===== src/rtl/mul_arb_pkg.sv =====
// Shared definitions for the shared-multiplier arbiter: FSM encoding,
// default operand width and the requester-id type.
package mul_arb_pkg;

  typedef enum logic [1:0] {
    IDLE = 2'd0,
    BUSY = 2'd1,
    DONE = 2'd2
  } state_t;

  localparam int DEFAULT_WIDTH = 8;

  typedef logic req_id_t;

  // The requester that is not `id`; used when the grant pointer advances.
  function automatic req_id_t other_req(input req_id_t id);
    return ~id;
  endfunction

endpackage


===== src/rtl/mul_arbiter_if.sv =====
// Bus between two operand requesters and the shared multiplier.
// master: requester/environment side; slave: the arbiter.
interface mul_arbiter_if #(
  parameter int WIDTH = mul_arb_pkg::DEFAULT_WIDTH
);
  logic               req0_valid;
  logic [WIDTH-1:0]   req0_a;
  logic [WIDTH-1:0]   req0_b;
  logic               req0_ready;
  logic               req1_valid;
  logic [WIDTH-1:0]   req1_a;
  logic [WIDTH-1:0]   req1_b;
  logic               req1_ready;
  logic               rsp_valid;
  logic               rsp_id;
  logic [2*WIDTH-1:0] rsp_product;
  logic               busy;

  modport master (
    output req0_valid, req0_a, req0_b,
    output req1_valid, req1_a, req1_b,
    input  req0_ready, req1_ready,
    input  rsp_valid, rsp_id, rsp_product, busy
  );

  modport slave (
    input  req0_valid, req0_a, req0_b,
    input  req1_valid, req1_a, req1_b,
    output req0_ready, req1_ready,
    output rsp_valid, rsp_id, rsp_product, busy
  );
endinterface


===== src/rtl/mul_shift_core.sv =====
// Unsigned shift-add multiplier. `start` loads the operands and clears the
// accumulator; each `step` consumes one multiplier bit, LSB first. `done`
// flags the cycle whose step is the last one, so the product is final in
// the accumulator right after that edge.
module mul_shift_core
  import mul_arb_pkg::*;
#(
  parameter int WIDTH = DEFAULT_WIDTH
) (
  input  logic               clk,
  input  logic               areset,
  input  logic               start,
  input  logic               step,
  input  logic [WIDTH-1:0]   a,
  input  logic [WIDTH-1:0]   b,
  output logic               done,
  output logic [2*WIDTH-1:0] product
);

  localparam int CNT_W = $clog2(WIDTH + 1);
  localparam logic [CNT_W-1:0] LAST_STEP = CNT_W'(WIDTH - 1);

  logic [2*WIDTH-1:0] acc;
  logic [2*WIDTH-1:0] mcand;
  logic [WIDTH-1:0]   mplier;
  logic [CNT_W-1:0]   cnt;

  // Accumulator and step counter: cleared on start, advanced on each step.
  always_ff @(posedge clk or posedge areset) begin
    if (areset) begin
      acc <= '0;
      cnt <= '0;
    end else if (start) begin
      acc <= '0;
      cnt <= '0;
    end else if (step) begin
      if (mplier[0]) begin
        acc <= acc + mcand;
      end
      cnt <= cnt + CNT_W'(1);
    end
  end

  // Operand shift registers: multiplicand moves left, multiplier right.
  always_ff @(posedge clk) begin
    if (start) begin
      mcand  <= {{WIDTH{1'b0}}, a};
      mplier <= b;
    end else if (step) begin
      mcand  <= mcand << 1;
      mplier <= mplier >> 1;
    end
  end

  assign done    = step && (cnt == LAST_STEP);
  assign product = acc;

endmodule


===== src/rtl/mul_arbiter.sv =====
// Two-requester arbiter in front of one shift-add multiplier.
// Optional feature macro: MUL_ARB_ROUND_ROBIN_EN selects round-robin
// arbitration; without it req0 has fixed priority.
module mul_arbiter
  import mul_arb_pkg::*;
#(
  parameter int WIDTH = DEFAULT_WIDTH
) (
  input  logic          clk,
  input  logic          areset,
  mul_arbiter_if.slave  bus
);

  state_t             state;
  state_t             state_n;
  req_id_t            grant_id;
  req_id_t            id_q;
  logic               rdy0;
  logic               rdy1;
  logic               accept;
  logic               step;
  logic               core_done;
  logic [WIDTH-1:0]   op_a;
  logic [WIDTH-1:0]   op_b;
  logic [2*WIDTH-1:0] core_prod;
  logic [2*WIDTH-1:0] prod_q;

`ifdef MUL_ARB_ROUND_ROBIN_EN
  req_id_t ptr;

  // Grant pointer flips after every acceptance.
  always_ff @(posedge clk or posedge areset) begin
    if (areset) begin
      ptr <= 1'b0;
    end else if (accept) begin
      ptr <= other_req(ptr);
    end
  end

  // Pointer decides a tie; a lone requester always wins.
  always_comb begin
    grant_id = 1'b0;
    if (bus.req0_valid && bus.req1_valid) begin
      grant_id = ptr;
    end else if (bus.req1_valid) begin
      grant_id = 1'b1;
    end
  end
`else
  // Fixed priority: req1 only when req0 is not asking.
  always_comb begin
    grant_id = (!bus.req0_valid && bus.req1_valid);
  end
`endif

  // State register.
  always_ff @(posedge clk or posedge areset) begin
    if (areset) begin
      state <= IDLE;
    end else begin
      state <= state_n;
    end
  end

  // Next-state logic and per-state handshake outputs.
  always_comb begin
    state_n = state;
    rdy0    = 1'b0;
    rdy1    = 1'b0;
    step    = 1'b0;
    case (state)
      IDLE: begin
        rdy0 = bus.req0_valid && (grant_id == 1'b0);
        rdy1 = bus.req1_valid && (grant_id == 1'b1);
        if (rdy0 || rdy1) begin
          state_n = BUSY;
        end
      end
      BUSY: begin
        step = 1'b1;
        if (core_done) begin
          state_n = DONE;
        end
      end
      DONE: begin
        state_n = IDLE;
      end
      default: begin
        state_n = IDLE;
      end
    endcase
  end

  assign accept = rdy0 || rdy1;
  assign op_a   = grant_id ? bus.req1_a : bus.req0_a;
  assign op_b   = grant_id ? bus.req1_b : bus.req0_b;

  // Owner of the operation in flight, captured at acceptance.
  always_ff @(posedge clk or posedge areset) begin
    if (areset) begin
      id_q <= 1'b0;
    end else if (accept) begin
      id_q <= grant_id;
    end
  end

  // Last delivered product, held between responses.
  always_ff @(posedge clk or posedge areset) begin
    if (areset) begin
      prod_q <= '0;
    end else if (state == DONE) begin
      prod_q <= core_prod;
    end
  end

  mul_shift_core #(
    .WIDTH (WIDTH)
  ) u_core (
    .clk     (clk),
    .areset  (areset),
    .start   (accept),
    .step    (step),
    .a       (op_a),
    .b       (op_b),
    .done    (core_done),
    .product (core_prod)
  );

  assign bus.req0_ready  = rdy0;
  assign bus.req1_ready  = rdy1;
  assign bus.rsp_valid   = (state == DONE);
  assign bus.rsp_id      = id_q;
  assign bus.rsp_product = (state == DONE) ? core_prod : prod_q;
  assign bus.busy        = (state != IDLE);

endmodule


===== src/flat_wrapper.sv =====
// flat-port wrapper written by rule: the top's interface ports become plain ports
module mul_arbiter_flat import mul_arb_pkg::*;
#(
  parameter int WIDTH = DEFAULT_WIDTH
)
  (clk, areset, bus_req0_valid, bus_req0_a, bus_req0_b, bus_req1_valid, bus_req1_a, bus_req1_b, bus_req0_ready, bus_req1_ready, bus_rsp_valid, bus_rsp_id, bus_rsp_product, bus_busy);
  mul_arbiter_if #(.WIDTH(WIDTH)) bus_i ();
  input  logic clk;
  input  logic areset;
  input wire logic [$bits(bus_i.req0_valid)-1:0] bus_req0_valid;
  input wire logic [$bits(bus_i.req0_a)-1:0] bus_req0_a;
  input wire logic [$bits(bus_i.req0_b)-1:0] bus_req0_b;
  input wire logic [$bits(bus_i.req1_valid)-1:0] bus_req1_valid;
  input wire logic [$bits(bus_i.req1_a)-1:0] bus_req1_a;
  input wire logic [$bits(bus_i.req1_b)-1:0] bus_req1_b;
  output wire logic [$bits(bus_i.req0_ready)-1:0] bus_req0_ready;
  output wire logic [$bits(bus_i.req1_ready)-1:0] bus_req1_ready;
  output wire logic [$bits(bus_i.rsp_valid)-1:0] bus_rsp_valid;
  output wire logic [$bits(bus_i.rsp_id)-1:0] bus_rsp_id;
  output wire logic [$bits(bus_i.rsp_product)-1:0] bus_rsp_product;
  output wire logic [$bits(bus_i.busy)-1:0] bus_busy;
  assign bus_i.req0_valid = bus_req0_valid;
  assign bus_i.req0_a = bus_req0_a;
  assign bus_i.req0_b = bus_req0_b;
  assign bus_i.req1_valid = bus_req1_valid;
  assign bus_i.req1_a = bus_req1_a;
  assign bus_i.req1_b = bus_req1_b;
  assign bus_req0_ready = bus_i.req0_ready;
  assign bus_req1_ready = bus_i.req1_ready;
  assign bus_rsp_valid = bus_i.rsp_valid;
  assign bus_rsp_id = bus_i.rsp_id;
  assign bus_rsp_product = bus_i.rsp_product;
  assign bus_busy = bus_i.busy;
  mul_arbiter #(.WIDTH(WIDTH)) u_core (.clk(clk), .areset(areset), .bus(bus_i));
endmodule

===== config.mk =====
export PLATFORM = sky130hd
export DESIGN_NAME = mul_arbiter_flat
export DESIGN_NICKNAME = d
export VERILOG_FILES = /design/src/rtl/mul_arb_pkg.sv /design/src/rtl/mul_arbiter_if.sv /design/src/rtl/mul_shift_core.sv /design/src/rtl/mul_arbiter.sv /design/src/flat_wrapper.sv
export SDC_FILE = /design/constraint.sdc
export NUM_CORES = 1
export LEC_CHECK = 0
export ABC_AREA = 0
export BUFFER_PORTS_ARGS = -buffer_cell sky130_fd_sc_hd__clkbuf_2
export CAP_MARGIN = 20
export CELL_PAD_IN_SITES_DETAIL_PLACEMENT = 2
export CELL_PAD_IN_SITES_GLOBAL_PLACEMENT = 2
export CORE_MARGIN = 3
export CORE_UTILIZATION = 32
export DETAILED_ROUTE_END_ITERATION = 16
export GPL_TIMING_DRIVEN = 0
export HOLD_SLACK_MARGIN = 0.12
export PLACE_DENSITY_LB_ADDON = 0.1
export SLEW_MARGIN = 10
export SYNTH_ARGS = -nofsm -noshare
export SYNTH_HDL_FRONTEND = slang
export SYNTH_SLANG_ARGS = --single-unit

===== constraint.sdc =====
create_clock -name clk -period 2.2 [get_ports clk]
set_input_delay 0.44 -clock clk [delete_from_list [all_inputs] [get_ports clk]]
set_output_delay 0.44 -clock clk [all_outputs]
set_load 0.05 [all_outputs]

# Word level (Yosys, flattened, before mapping)
# Cells that the tools add are included.
# totals
latch_bits	0
romBits	0
ram_bits	0
memories	0
elab_cells	47
inputBits	36
reg_bits	63
out_inout_bits	21
# op_classes
n_div	0
shift	0
bitwise	1
n_mux	18
magnitude_cmp	0
n_eq_ne	5
n_mul	0
addsub	2
reduce_logical	13
# ops
cell	count
$mux 16	4
$mux 8	6
$add 16x16->16	1
$mux 4	2
$reduce_bool 2->1	3
$add 4x1->4 const B	1
$eq 4x3->1 const B	1
$logic_and 1x1->1	4
$mux 2	2
$pmux 2 s2	1
$reduce_and 2->1	2
$mux 1	3
$eq 2x1->1 const B	1
$eq 2x2->1 const B	1
$logic_not 2->1	1
$logic_or 1x1->1	2
$ne 2x1->1 const B	1
$ne 2x2->1 const B	1
$logic_not 1->1	1
$not 1->1	1

# Depth between registers and ports, before layout
# depth
word_depth	8
ltp_mapped	9
ltp_nobuf	9

# Hierarchy
# From an unflattened synthesis, not the netlist that was laid out.
# unflattened
cells_unflattened	336
area_unflattened_um2	3684.8
# modules_own_cells
mod	seq_area_each_um2	cells_per_inst	n_inst	area_each_um2
mul_shift_core	1141.1	266	1	2665.1
mul_arbiter	475.5	70	1	1019.7

# Worst setup path before layout
# No wires, ideal clock.
# synth_path
path_kind	register to output
startpoint	reg u_core.state[0]
endpoint	out bus_rsp_product[1]
required_time_ps	1760
setup_slack_ps	-298
path_buffers	2
t_arrival_ps	2058
stages_incl_launch_ff	5
cell_sequence	dfrtp_1 > nand2b_1 > clkbuf_1 > buf_2 > o21ai_0
# synth_between
elab_chain_cells	2
# synth_rtl
element	line	rtl
start, declared	mul_arbiter.sv:14	state_t state;
start signal, assigned	mul_arbiter.sv:61	state <= state_n;
$eq 2x2->1	mul_arbiter.sv:133	assign bus.rsp_product = (state == DONE) ? core_prod : prod_q;
$mux 16	mul_arbiter.sv:133	
end, declared	flat_wrapper.sv:20	output wire logic [$bits(bus_i.rsp_product)-1:0] bus_rsp_product;
# No other way between the ends.

# Worst setup path in the final report
# layout_path
startpoint	reg u_core.u_core.mcand[0]
endpoint	reg u_core.u_core.acc[14] (netlist: u_core.u_core.product[14])
# layout_between
elab_chain_cells	4
# layout_rtl
element	line	rtl
start, declared	mul_shift_core.sv:24	logic [2*WIDTH-1:0] mcand;
start signal, assigned	mul_shift_core.sv:47	mcand <= {{WIDTH{1'b0}}, a};
start signal, assigned	mul_shift_core.sv:50	mcand <= mcand << 1;
$add 16x16->16	mul_shift_core.sv:38	acc <= acc + mcand;
$mux 16	mul_shift_core.sv:37	if (mplier[0]) begin
$mux 16	mul_shift_core.sv:36	end else if (step) begin
$mux 16	mul_shift_core.sv:33	end else if (start) begin
end signal, assigned	mul_shift_core.sv:38	
end, declared	mul_shift_core.sv:23	logic [2*WIDTH-1:0] acc;
# No other way between the ends. The select of a mux whose other input is x is not followed.
# A chain may end at the register's enable or synchronous reset.

==> metrics.cfg <==
[synthesis]
syn-cell-area_mm2 = 0.003329
synth_warnings = 0
synth_most_common_cell = nand2_1
netlist_instances = 329
ys_seq_area_share_pct = 48.55
syn-num-nets = 382
synth_edf_count = 16
synth_cell_types = 49
synth_largest_area_cell = dfrtp_1
synth_common_cells = nand2_1, dfrtp_1, o21ai_0
synthArstFlopShare_pct = 61.90
avgSynthCellArea_um2 = 10.12
yosys_register_bits = 63
netlist.area_leader.share_pct = 29.31
ys.flop_type = dfrtp_1
yosys-top-cells-area = dfrtp_1, edfxtp_1, nand2_1, ha_1, mux2i_1

[timing]
finalMaxSlewViolations = 0
setup_viol = 4
maxSlewHeadroom_pct = 59.96
fmax_ghz = 0.4299
setup-tns-final_ns = -0.2523
fin_skew_ns = 0.009566
rsz0062_at_grt = true
period_share_pct = 105.7
worst_slack_ns = -0.1263
timing.final.hold_violations = 0
hold_ws_ns = 0.3848
period_needed_ns = 2.326
tightest_slew_ns = 0.5965

[clock_tree]
cts-buffers-inserted = 9
cts-root-buf = clkbuf_8
cts.path.max_buffers = 2
cts_sinks = 63
clk_pin_slew_ns = 0.07
clock_latency_ns = 0.35
htree_levels = 3
cts_tree = done

[die]
core_mm2 = 0.009955
io_pins = 57
die_h_um = 108
core.rowCount = 36
die_area_mm2 = 0.01166
die_w_um = 108
start_util_pct = 33.45

[finish]
postLayoutCoreUtil_pct = 41.65
multi_input_area_mm2 = 0.001689
fillCellCount = 1120
drive_gt1_share_pct = 29.20
ff_latch_area_mm2 = 0.001617
diodes = 0
fin_cells = 544
area_growth_pct = 24.54
nets = 459

[routing]
vias = 2728
dr_wl_met2_um = 4720
postRouteWirelength_um = 9481
met1_length_um = 4346
highest_layer = met4
drt_iter0_drc = 43
dr.pass1.iters = 4
wl_per_cell_um = 17.43
detail-route-antenna-nets = 0
remaining_drc_errors = 0
via_per_inst = 5.015
wl_met3_um = 328

[power]
peakVddDrop_v = 0.0005858
p_per_area_mw_per_mm2 = 1571
leakage_nw = 1.963

[worst_setup_path]
worst-path-buf-inv = 1
start_kind = flip-flop
arrival_ns = 2.61
cp_cell_sequence = ha_4 > inv_2 > fa_2 > nor2b_4 > o31a_1 > o31a_1 > a221oi_2 > or4b_1 > nand3_1
cpLargestDelayFamily = simple AND/OR/NAND/NOR gates
crit_slowest_cell = or4b_1
cpMostUsedCell = o31a_1
path_class = flip-flop to flip-flop
end_kind = flip-flop
crit_fanout = 2
cpPeakStageDelay_ns = 0.56
worstPathRequired_ns = 2.49

[grt]
grt_usage_pct = 17.09
grt_overflow = 0
grt_pass1_vias = 2943
grt_start_max_net_pins = 24
grt_antenna_before_repair = 0
grt_pass1_wl_um = 15270

[placement]
pre_cts_slack_ns = -0.4848
hpwl_um = 6902
gp_congestion = 0.7744
dp.cells = 519
io_buffers = 56

[run_status]
status = complete, but fails checks
violations = setup timing

[job]
cap_viol_max_count = 0

[min_path]
hold_path.class = input port to flip-flop

==> cell usage in the layout, fill, tap and decap left out, drive strengths merged, types with 2 or more instances in the layout <==
cell / count
clkbuf: 70
nand2: 56
dfrtp: 39
o21ai: 35
buf: 23
a21oi: 18
mux2i: 18
nor2: 16
edfxtp: 16
ha: 16
mux2: 15
inv: 9
xor2: 8
dfxtp: 8
a31oi: 5
and2: 4
a21o: 4
nand3: 4
xnor2: 3
o211ai: 3
nand4: 3
nor2b: 3
a211oi: 3
nand2b: 3
o21a: 2
o31a: 2
o21bai: 2
and3: 2
nor3: 2
clkinv: 2
==> sequential cells by signal, summed over array words and instances, names as in the netlist <==
signal / count
u_core.u_core.product: 16
u_core.u_core.cnt: 4
u_core.bus.rsp_id: 1
u_core.state: 2
u_core.u_core.mcand: 16
u_core.u_core.mplier: 8
u_core.prod_q: 16
==> worst register-to-register path: cells and delay by family, from the launching register on <==
kind | cells | cell delay (ns)
flops | 1 | 0.41
fa+ha+maj | 2 | 0.53
compound gates | 3 | 0.51
buf+inv | 1 | 0.04
simple gates | 3 | 0.78
==> routing by layer <==
metal / track usage (%) / vias to the layer above
li1: - / 1323
met1: 22.44 / 1357
met2: 27.89 / 40
met3: 5.075 / 8
met4: 4.058 / 0
met5: 0 / -
==> per-stage QoR <==
stage	total power, mW	instance area [um2]
finish	6.515	4146
CTS	6.507	4098
global placement	5.233	3776
detailed placement	5.365	3796
floorplan	4.459	3329
global route	7.110	4146
==> power by group <==
group | leakage, nW | internal, mW | switching (mW)
clock network | 0.0880 | 0.519 | 0.458
logic | 1.13 | 1.20 | 2.21
registers | 0.746 | 1.80 | 0.335
==> worst paths after layout <==
kind | startpoint | end | slack (ns) | depth (start not counted)
setup / recovery | u_core.u_core.mcand[0] | u_core.u_core.product[14] | -0.13 | 9
hold / removal | bus_req1_valid | u_core.bus.rsp_id | 0.38 | 3
setup reg to reg | u_core.u_core.mcand[0] | u_core.u_core.product[14] | -0.13 | 9
hold reg to reg | u_core.u_core.product[15] | u_core.u_core.product[15] | 0.48 | 1
max in group asynchronous | areset | u_core.prod_q[13] | 1.11 | 4
min in group asynchronous | areset | u_core.prod_q[15] | 0.62 | 3
==> repair_timing <==
item                                   in CTS  in global routing
hold buffers                                1                  0
setup buffers                               7                  3
resized for setup                          15                 15
setup endpoints to repair                  38                 32
endpoints found under the hold margin      16                  0
pin swaps                                  10                  8
==> logic make-up after synthesis <==
family | Yosys count | share of synthesized area (%)
and+or+nand+nor | 99 | 13.64
AOI/OAI and AO/OA | 81 | 14.69
DFF | 63 | 48.55
muxes | 33 | 10.48
buffers and inverters | 25 | 3.119
adders and majority gates | 17 | 6.614
xor gates and xnor gates | 11 | 2.894
==> cell type report <==
cell class                      instances  area share, %
Clock buffer                           12          3.259
Inverter                                9         0.8147
Clock inverter                          4          1.116
Multi-Input combinational cell        241          40.74
Timing Repair Buffer                   67          9.234
Tap cell                              133          4.013
Buffer                                 15          1.841
Sequential cell                        63          38.99
Power figures use the tool's default switching activity.
